--- config.mk ---
export PLATFORM = sky130hd
export DESIGN_NAME = sum_pipe_n
export DESIGN_NICKNAME = d
export VERILOG_FILES = /design/src/rtl/sum_pkg.sv /design/src/rtl/sum_chunk.sv /design/src/rtl/sum_pipe_n.sv
export SDC_FILE = /design/constraint.sdc
export NUM_CORES = 1
export LEC_CHECK = 0
export ABC_AREA = 0
export BUFFER_PORTS_ARGS = -buffer_cell sky130_fd_sc_hd__buf_4
export CAP_MARGIN = 10
export CORE_MARGIN = 3
export CORE_UTILIZATION = 53
export CTS_BUF_LIST = sky130_fd_sc_hd__clkbuf_8
export DETAILED_ROUTE_END_ITERATION = 12
export PLACE_DENSITY = 0.78
export SYNTH_ARGS = -nofsm -noshare
export SYNTH_HDL_FRONTEND = slang
export SYNTH_SLANG_ARGS = --single-unit
export TNS_END_PERCENT = 5
--- constraint.sdc ---
create_clock -name clk -period 2.4 [get_ports clk]
set_clock_uncertainty 0.05 [all_clocks]
set_input_delay 0.48 -clock clk [delete_from_list [all_inputs] [get_ports clk]]
set_output_delay 0.48 -clock clk [all_outputs]
set_load 0.02 [all_outputs]
--- src/rtl/sum_pkg.sv ---
// Shared definitions for the pipelined adder/subtractor: op encoding and
// the two's-complement overflow rule.
package sum_pkg;

    localparam logic OP_ADD = 1'b0;
    localparam logic OP_SUB = 1'b1;

    // Overflow when the carry into the MSB differs from the carry out of it.
    function automatic logic ovf_fn(input logic c_into_msb, input logic c_out_msb);
        return c_into_msb ^ c_out_msb;
    endfunction

endpackage

--- src/rtl/sum_chunk.sv ---
// Combinational CHUNK-bit adder slice with carry-out and carry into its MSB.
module sum_chunk #(
    parameter int unsigned CHUNK = 4
) (
    input  logic [CHUNK-1:0] a,
    input  logic [CHUNK-1:0] b,
    input  logic             cin,
    output logic [CHUNK-1:0] s,
    output logic             cout,
    output logic             cmsb
);

    logic [CHUNK:0] full;

    assign full = {1'b0, a} + {1'b0, b} + (CHUNK+1)'(cin);
    assign s    = full[CHUNK-1:0];
    assign cout = full[CHUNK];
    // Carry into the MSB recovered from the MSB sum bit.
    assign cmsb = a[CHUNK-1] ^ b[CHUNK-1] ^ s[CHUNK-1];

endmodule

--- src/rtl/sum_pipe_n.sv ---
// Pipelined WIDTH-bit adder/subtractor, one carry chunk per stage, with a
// valid/ready handshake and a global stall when the output is blocked.
module sum_pipe_n
    import sum_pkg::*;
#(
    parameter int unsigned WIDTH  = 8,
    parameter int unsigned STAGES = 2
) (
    input  logic             clk,
    input  logic             rst_n,
    input  logic             in_valid,
    output logic             in_ready,
    input  logic [WIDTH-1:0] a,
    input  logic [WIDTH-1:0] b,
    input  logic             cin,
    input  logic             sub,
    output logic             out_valid,
    input  logic             out_ready,
    output logic [WIDTH-1:0] sum,
    output logic             cout,
    output logic             ovf
);

    if ((STAGES == 0) || ((WIDTH % STAGES) != 0)) begin : g_bad_cfg
        $error("sum_pipe_n: WIDTH must be a non-zero multiple of STAGES");
    end

    localparam int unsigned CHUNK = WIDTH / STAGES;

    logic             adv;
    logic [WIDTH-1:0] bx;
    logic             c0;

    assign adv      = !out_valid || out_ready;
    assign in_ready = adv;

    // Subtract as a + ~b + !cin; the inverted operand is what gets skewed.
    assign bx = (sub == OP_SUB) ? ~b : b;
    assign c0 = (sub == OP_SUB) ? !cin : cin;

    for (genvar k = 0; k < STAGES; k++) begin : g_stg
        localparam int unsigned LO   = k * CHUNK;
        localparam int unsigned DONE = LO + CHUNK;
        localparam int unsigned REM  = WIDTH - DONE;

        logic [WIDTH-LO-1:0] op_a;
        logic [WIDTH-LO-1:0] op_b;
        logic                ci;
        logic                vin;
        logic [CHUNK-1:0]    cs;
        logic                co;
        logic                cmsb;
        logic [DONE-1:0]     s_d;
        logic                vld_q;
        logic                co_q;
        logic [DONE-1:0]     s_q;

        if (k == 0) begin : g_head
            assign op_a = a;
            assign op_b = bx;
            assign ci   = c0;
            assign vin  = in_valid;
            assign s_d  = cs;
        end else begin : g_tail
            assign op_a = g_stg[k-1].g_skew.a_q;
            assign op_b = g_stg[k-1].g_skew.b_q;
            assign ci   = g_stg[k-1].co_q;
            assign vin  = g_stg[k-1].vld_q;
            assign s_d  = {cs, g_stg[k-1].s_q};
        end

        sum_chunk #(.CHUNK(CHUNK)) u_chunk (
            .a    (op_a[CHUNK-1:0]),
            .b    (op_b[CHUNK-1:0]),
            .cin  (ci),
            .s    (cs),
            .cout (co),
            .cmsb (cmsb)
        );

        always_ff @(posedge clk) begin
            if (!rst_n) begin
                vld_q <= 1'b0;
                co_q  <= 1'b0;
                s_q   <= '0;
            end else if (adv) begin
                vld_q <= vin;
                co_q  <= co;
                s_q   <= s_d;
            end
        end

        // Upper operand chunks ride along with their beat.
        if (REM > 0) begin : g_skew
            logic [REM-1:0] a_q;
            logic [REM-1:0] b_q;

            always_ff @(posedge clk) begin
                if (adv) begin
                    a_q <= op_a[WIDTH-LO-1:CHUNK];
                    b_q <= op_b[WIDTH-LO-1:CHUNK];
                end
            end
        end

        if (k == STAGES - 1) begin : g_last
            logic ov_q;

            always_ff @(posedge clk) begin
                if (!rst_n) begin
                    ov_q <= 1'b0;
                end else if (adv) begin
                    ov_q <= ovf_fn(cmsb, co);
                end
            end

            assign out_valid = vld_q;
            assign sum       = s_q;
            assign cout      = co_q;
            assign ovf       = ov_q;
        end else begin : g_mid
            logic cmsb_unused;
            assign cmsb_unused = cmsb;
        end
    end

endmodule

== After elaboration in Yosys (flattened, before gate mapping) ==
Cells that the tools add are included.

* Add/subtract/negate cells: 4
* Reduce and logical (&&, ||, !) cells: 3
* Mux-type cells: 2
* Bitwise logic cells: 4

{| class="wikitable"
|+ Operators with widths
! cell !! number
|-
| adder 4 x 4 -> 5 bit || 2
|-
| adder 5 x 1 -> 5 bit || 2
|-
| 2-to-1 mux 8 bit || 1
|-
| NOT 8 bit || 1
|-
| bitwise XOR 1 bit || 3
|-
| zero test 1 bit || 2
|-
| logical OR 1 bit || 1
|-
| 2-to-1 mux 1 bit || 1
|}

* Input port bits: 22
* Output and inout bits: 12
* Bits in registers: 25
* Logic and storage cells: 22

== Logic depth before layout (Yosys ltp) ==
* Depth after elaboration: 4
* Gate-level depth with buffers: 7
* Gate-level depth less buffers: 7

== Hierarchy ==
Synthesis repeated with hierarchy kept, for this count alone.

* Cells, all modules: 124
* Area, all modules: 1298.7 µm²

{| class="wikitable"
|+ By module, submodules not included
! module !! times used !! area an instance (µm²) !! cells an instance !! seq. area each (µm²)
|-
| sum_pipe_n || 1 || 1016.0 || 90 || 580.6
|-
| sum_chunk || 2 || 141.4 || 17 || 0.0
|}

== Least setup slack after synthesis ==
No wires, ideal clock.

* Path type: input-to-reg
* Start point: input port sub
* End point: register g_stg[0].co_q
* Required time: 2224 ps
* Library setup time: 126 ps
* Path slack: 184 ps
* Stages on the path: 7
* Path buffers: 1
* Data arrival time: 2040 ps
* Path through: buf_2 xor2_1 fa_1 fa_1 a21o_1 a21oi_1 a21oi_1

* Word-level cells in the longest chain between the ends: 3
* Elaborated cells on any way between the ends: 4
* Classes of those cells: add/sub (2); mux (2)

{| class="wikitable"
|+ Ends and longest elaborated chain
! item !! line !! source
|-
| start, declared || sum_pipe_n.sv:16 || <nowiki>input logic sub,</nowiki>
|-
| 2-to-1 mux 8 bit || sum_pipe_n.sv:38 || <nowiki>assign bx = (sub == OP_SUB) ? ~b : b;</nowiki>
|-
| adder 4 x 4 -> 5 bit || sum_chunk.sv:15 || <nowiki>assign full = {1'b0, a} + {1'b0, b} + (CHUNK+1)'(cin);</nowiki>
|-
| adder 5 x 1 -> 5 bit (*) || sum_chunk.sv:15 ||
|-
| end signal, assigned || sum_pipe_n.sv:88 || <nowiki>co_q <= co;</nowiki>
|-
| end, declared || sum_pipe_n.sv:55 || <nowiki>logic co_q;</nowiki>
|}

Every way passes the cells marked *; elsewhere a longest branch is shown, timed or not.
A chain may end at the register's enable or synchronous reset.

== Worst setup path after layout ==
Ends and elaborated chain as after synthesis.

==> tab_implementation.tex <==
\begin{tabular}{lr}
\hline
Metric & Value \\
\hline
\multicolumn{2}{l}{\textbf{Final layout}} \\
\quad Share of cells above drive strength 1 & 0.295 \\
\quad Final standard cell count with taps included and fillers excluded & 173 \\
\quad Final-layout fill cell count & 164 \\
\quad Cell area after layout & 0.00153 mm² \\
\quad Nets & 179 \\
\quad N\_diodes & 0 \\
\quad Area Overhead vs Synth & 25.5\% \\
\multicolumn{2}{l}{\textbf{Placed design}} \\
\quad Total cell area at the placement stage & 0.00149 mm² \\
\quad Worst setup slack after placement & 0.0907 ns \\
\quad Half-perimeter wire length of the detailed placement result & 1.71 mm \\
\quad Post-Place Cells & 169 \\
\quad Port buffer count & 33 \\
\quad Gp weighted congestion & 0.800 \\
\multicolumn{2}{l}{\textbf{Power and ir drop}} \\
\quad Leakage power & 0.719 nW \\
\quad Logic pwr share & 0.273 \\
\quad Total Power & 1.06 mW \\
\quad Sequential fraction of design power & 0.489 \\
\quad Ratio of total power to cell area & 691 mW/mm² \\
\quad Peak VDD IR & 0.572 mV \\
\quad P\_sw & 0.305 mW \\
\quad Sw Ratio & 0.288 \\
\quad Clk pwr share & 0.238 \\
\quad Internal power of the cells & 0.754 mW \\
\multicolumn{2}{l}{\textbf{Clock network}} \\
\quad CTS buffer count & 3 \\
\quad TritonCTS clock tree & built \\
\quad Post-CTS Setup Bufs & 0 \\
\quad Clk sinks & 25 \\
\quad Resize count post-CTS & 0 \\
\quad Clock slew seen by the registers of the worst setup and hold paths & 0.09 ns \\
\quad Max clock buf depth & 2 \\
\quad Number of buffers inserted for hold repair after clock tree synthesis & 0 \\
\quad Clock insertion delay at the later pin of the skew report & 0.27 ns \\
\quad Clock H-tree levels & 1 \\
\quad Master cell of the clock root buffer & sky130\_fd\_sc\_hd\_\_clkbuf\_8 \\
\multicolumn{2}{l}{\textbf{STA}} \\
\quad Relative slew slack & 0.809 \\
\quad Fmax & 499 MHz \\
\quad Smallest setup slack after layout & 0.396 ns \\
\quad Final count of pins violating max slew & 0 \\
\quad Setup repair after global routing missed its margin & no \\
\quad Minimum clock period after layout & 2.00 ns \\
\quad Final hold viol count & 0 \\
\quad Final count of negative-setup-slack endpoints & 0 \\
\quad Fin crit share & 0.835 \\
\quad Fin Setup TNS & 0 ns \\
\quad Actual slew at the worst max-slew pin & 0.286 ns \\
\multicolumn{2}{l}{\textbf{Detailed routing}} \\
\quad Total Wirelength & 2.14 mm \\
\quad DR vias & 894 \\
\quad Routed WL per cell & 12.4 µm \\
\quad Vias per cell & 5.17 \\
\quad Number of remaining DRC errors & 0 \\
\quad First-iteration detailed-routing DRC count & 12 \\
\quad Pre-Repair DR Iteration Count & 4 \\
\quad Count of antenna-violating nets left after detailed routing & 0 \\
\multicolumn{2}{l}{\textbf{Setup path}} \\
\quad Arrival time at the worst endpoint & 2.11 ns \\
\quad Worst R2R Setup Slack & 0.62 ns \\
\quad Number of gates on the worst path with buffers counted & 7 \\
\quad Kind of critical path & input pin to register \\
\quad Launch point of the worst reg-to-reg path & g\_stg[0].g\_skew.a\_q[0]\$\_DFFE\_PP\_ \\
\quad Worst endpoint required time & 2.51 ns \\
\quad Type of element launching the critical path & input pin \\
\quad Nature of the critical path endpoint & register \\
\quad Startpoint of the most critical setup path & sub \\
\quad R2R depth & 7 \\
\quad Slowest cell on the critical path & sky130\_fd\_sc\_hd\_\_fa\_1 \\
\quad Worst path bufs/invs & 1 \\
\quad Delay of the slowest critical-path stage & 0.45 ns \\
\quad Series of cell instances along the critical path & buf\_4 -> xor2\_1 -> fa\_1 -> fa\_1 -> a21o\_1 -> a21oi\_1 -> a21oi\_1 \\
\quad Biggest fanout along the worst timing path & 9 \\
\quad Largest delay share family, worst path & adder cells \\
\multicolumn{2}{l}{\textbf{Global route}} \\
\quad Global-route wire length before repair & 3.55 mm \\
\quad Total Routing Usage GR & 0.173 \\
\quad Largest net degree at the start of global routing & 23 \\
\quad Initial antenna violation count & 0 \\
\quad Vias in the first global route & 835 \\
\quad GRT overflow & 0 \\
\multicolumn{2}{l}{\textbf{Floorplan}} \\
\quad I/O pin total & 34 \\
\quad Die area & 0.00292 mm² \\
\quad Horiz. Die Dim & 54.0 µm \\
\quad Placement row count & 16 \\
\quad Chip Height & 54.0 µm \\
\quad Starting density of the core & 0.593 \\
\quad Area of the core & 0.00206 mm² \\
\multicolumn{2}{l}{\textbf{Hold path}} \\
\quad Number of instances on the worst hold path & 1 \\
\quad HP Start & a[7] \\
\quad Hold Path Class & input pin to register \\
\multicolumn{2}{l}{\textbf{Logic synthesis}} \\
\quad Nets in the synthesized netlist & 145 \\
\quad Share of synthesized area occupied by flip-flops and latches & 0.475 \\
\quad Post-synth top flop & sky130\_fd\_sc\_hd\_\_dfxtp\_1 \\
\quad Count of flip-flops with a built-in enable after synthesis & 8 \\
\quad Mean instance size in the synthesized netlist & 10.8 µm² \\
\quad Mapped cell area & 0.00122 mm² \\
\quad Gate Count Post-Synth & 113 \\
\quad Seq cells post-synth & 25 \\
\quad Count of warnings emitted by yosys & 0 \\
\quad Yosys cell types & 28 \\
\quad Ys async rst share & 0 \\
\multicolumn{2}{l}{\textbf{Job}} \\
\quad MaxCap Viol Count & 0 \\
\multicolumn{2}{l}{\textbf{Run status}} \\
\quad Outcome & complete, no violations \\
\hline
\end{tabular}
power by group through the flow:
stage / combinational, mW / clock [mW] / sequential [mW]
after floorplan: 0.158 / 0 / 0.556
after global placement: 0.283 / 0 / 0.525
after detailed placement: 0.292 / 0 / 0.529
after CTS: 0.294 / 0.262 / 0.519
after global routing: 0.324 / 0.275 / 0.525
final: 0.290 / 0.252 / 0.518
state kept, by name, summed over array words and instances (netlist names):
name and cells:
g_stg.vld_q 1, g_stg.co_q 1, g_stg.g_skew.b_q 4, cout 1, sum 8, out_valid 1, ovf 1, g_stg.g_skew.a_q 4
g_stg.s_q 4
cell usage after synthesis (2+ instances only):
master / instances / share of area
sky130_fd_sc_hd__clkbuf_1: 2 / 0.0061
sky130_fd_sc_hd__buf_2: 2 / 0.0082
sky130_fd_sc_hd__dfxtp_1: 17 / 0.28
sky130_fd_sc_hd__a21boi_1: 8 / 0.049
sky130_fd_sc_hd__ha_1: 6 / 0.061
sky130_fd_sc_hd__o21ai_1: 3 / 0.012
sky130_fd_sc_hd__a21oi_1: 4 / 0.016
sky130_fd_sc_hd__nand3_1: 2 / 0.0082
sky130_fd_sc_hd__edfxtp_1: 8 / 0.20
sky130_fd_sc_hd__o211a_1: 3 / 0.025
sky130_fd_sc_hd__xor2_1: 10 / 0.072
sky130_fd_sc_hd__nand2b_1: 2 / 0.010
sky130_fd_sc_hd__nand2_1: 22 / 0.068
sky130_fd_sc_hd__fa_1: 4 / 0.066
sky130_fd_sc_hd__a21o_1: 3 / 0.018
sky130_fd_sc_hd__buf_4: 2 / 0.012
sky130_fd_sc_hd__inv_1: 3 / 0.0092
sky130_fd_sc_hd__xnor2_1: 2 / 0.014
layer usage:
metal  vias up  track usage  wire length (µm)  share of wire
met3         4       0.0416               131          0.061
met5         -            0                 0              0
li1        450            -                 -              -
met4         0       0.0747                31          0.014
met2        27        0.294              1060           0.49
met1       413        0.208               920           0.43
path summary, 6_finish.rpt:
check,endpoint
min reg2reg,g_stg[0].s_q[0]$_SDFFE_PN0P_
max,g_stg[0].co_q$_SDFFE_PN0P_
min,g_stg[0].g_skew.a_q[3]$_DFFE_PP_
max reg2reg,ovf$_SDFFE_PN0P_
cells by family after synthesis:
family / synth area share
AND/OR/NAND/NOR: 0.107
AO/OA/AOI/OAI: 0.166
adder cells (fa/ha/maj): 0.127
XOR/XNOR: 0.0860
flip-flops: 0.475
buffers and inverters: 0.0389
per-stage QoR:
| step | util | hold WS, ns |
|---|---|---|
| after floorplan | - | 0.381 |
| after global placement | 0.721 | 0.388 |
| after detailed placement | 0.721 | 0.395 |
| after CTS | 0.744 | 0.329 |
| after global routing | 0.744 | 0.323 |
| final | 0.744 | 0.336 |
area by class of cell:
cell class                      instances  area [µm²]  area share
Multi-Input combinational cell         78         594       0.387
Sequential cell                        25         581       0.378
Timing Repair Buffer                   35         263       0.171
Clock buffer                            3        41.3      0.0269
Tap cell                               27        33.8      0.0220
Inverter                                4        15.0     0.00979
Clock inverter                          1        6.26     0.00408
placed cells by master, fill, tap and decap left out, drive strengths merged, types with 4 or more instances in the layout:
master,synthesis,routed
a21boi,9,9
a21oi,5,5
buf,4,35
dfxtp,17,17
edfxtp,8,8
fa,4,4
ha,6,6
inv,4,5
nand2,22,22
xor2,10,10
Note: power is estimated with default switching activity, not from simulation.
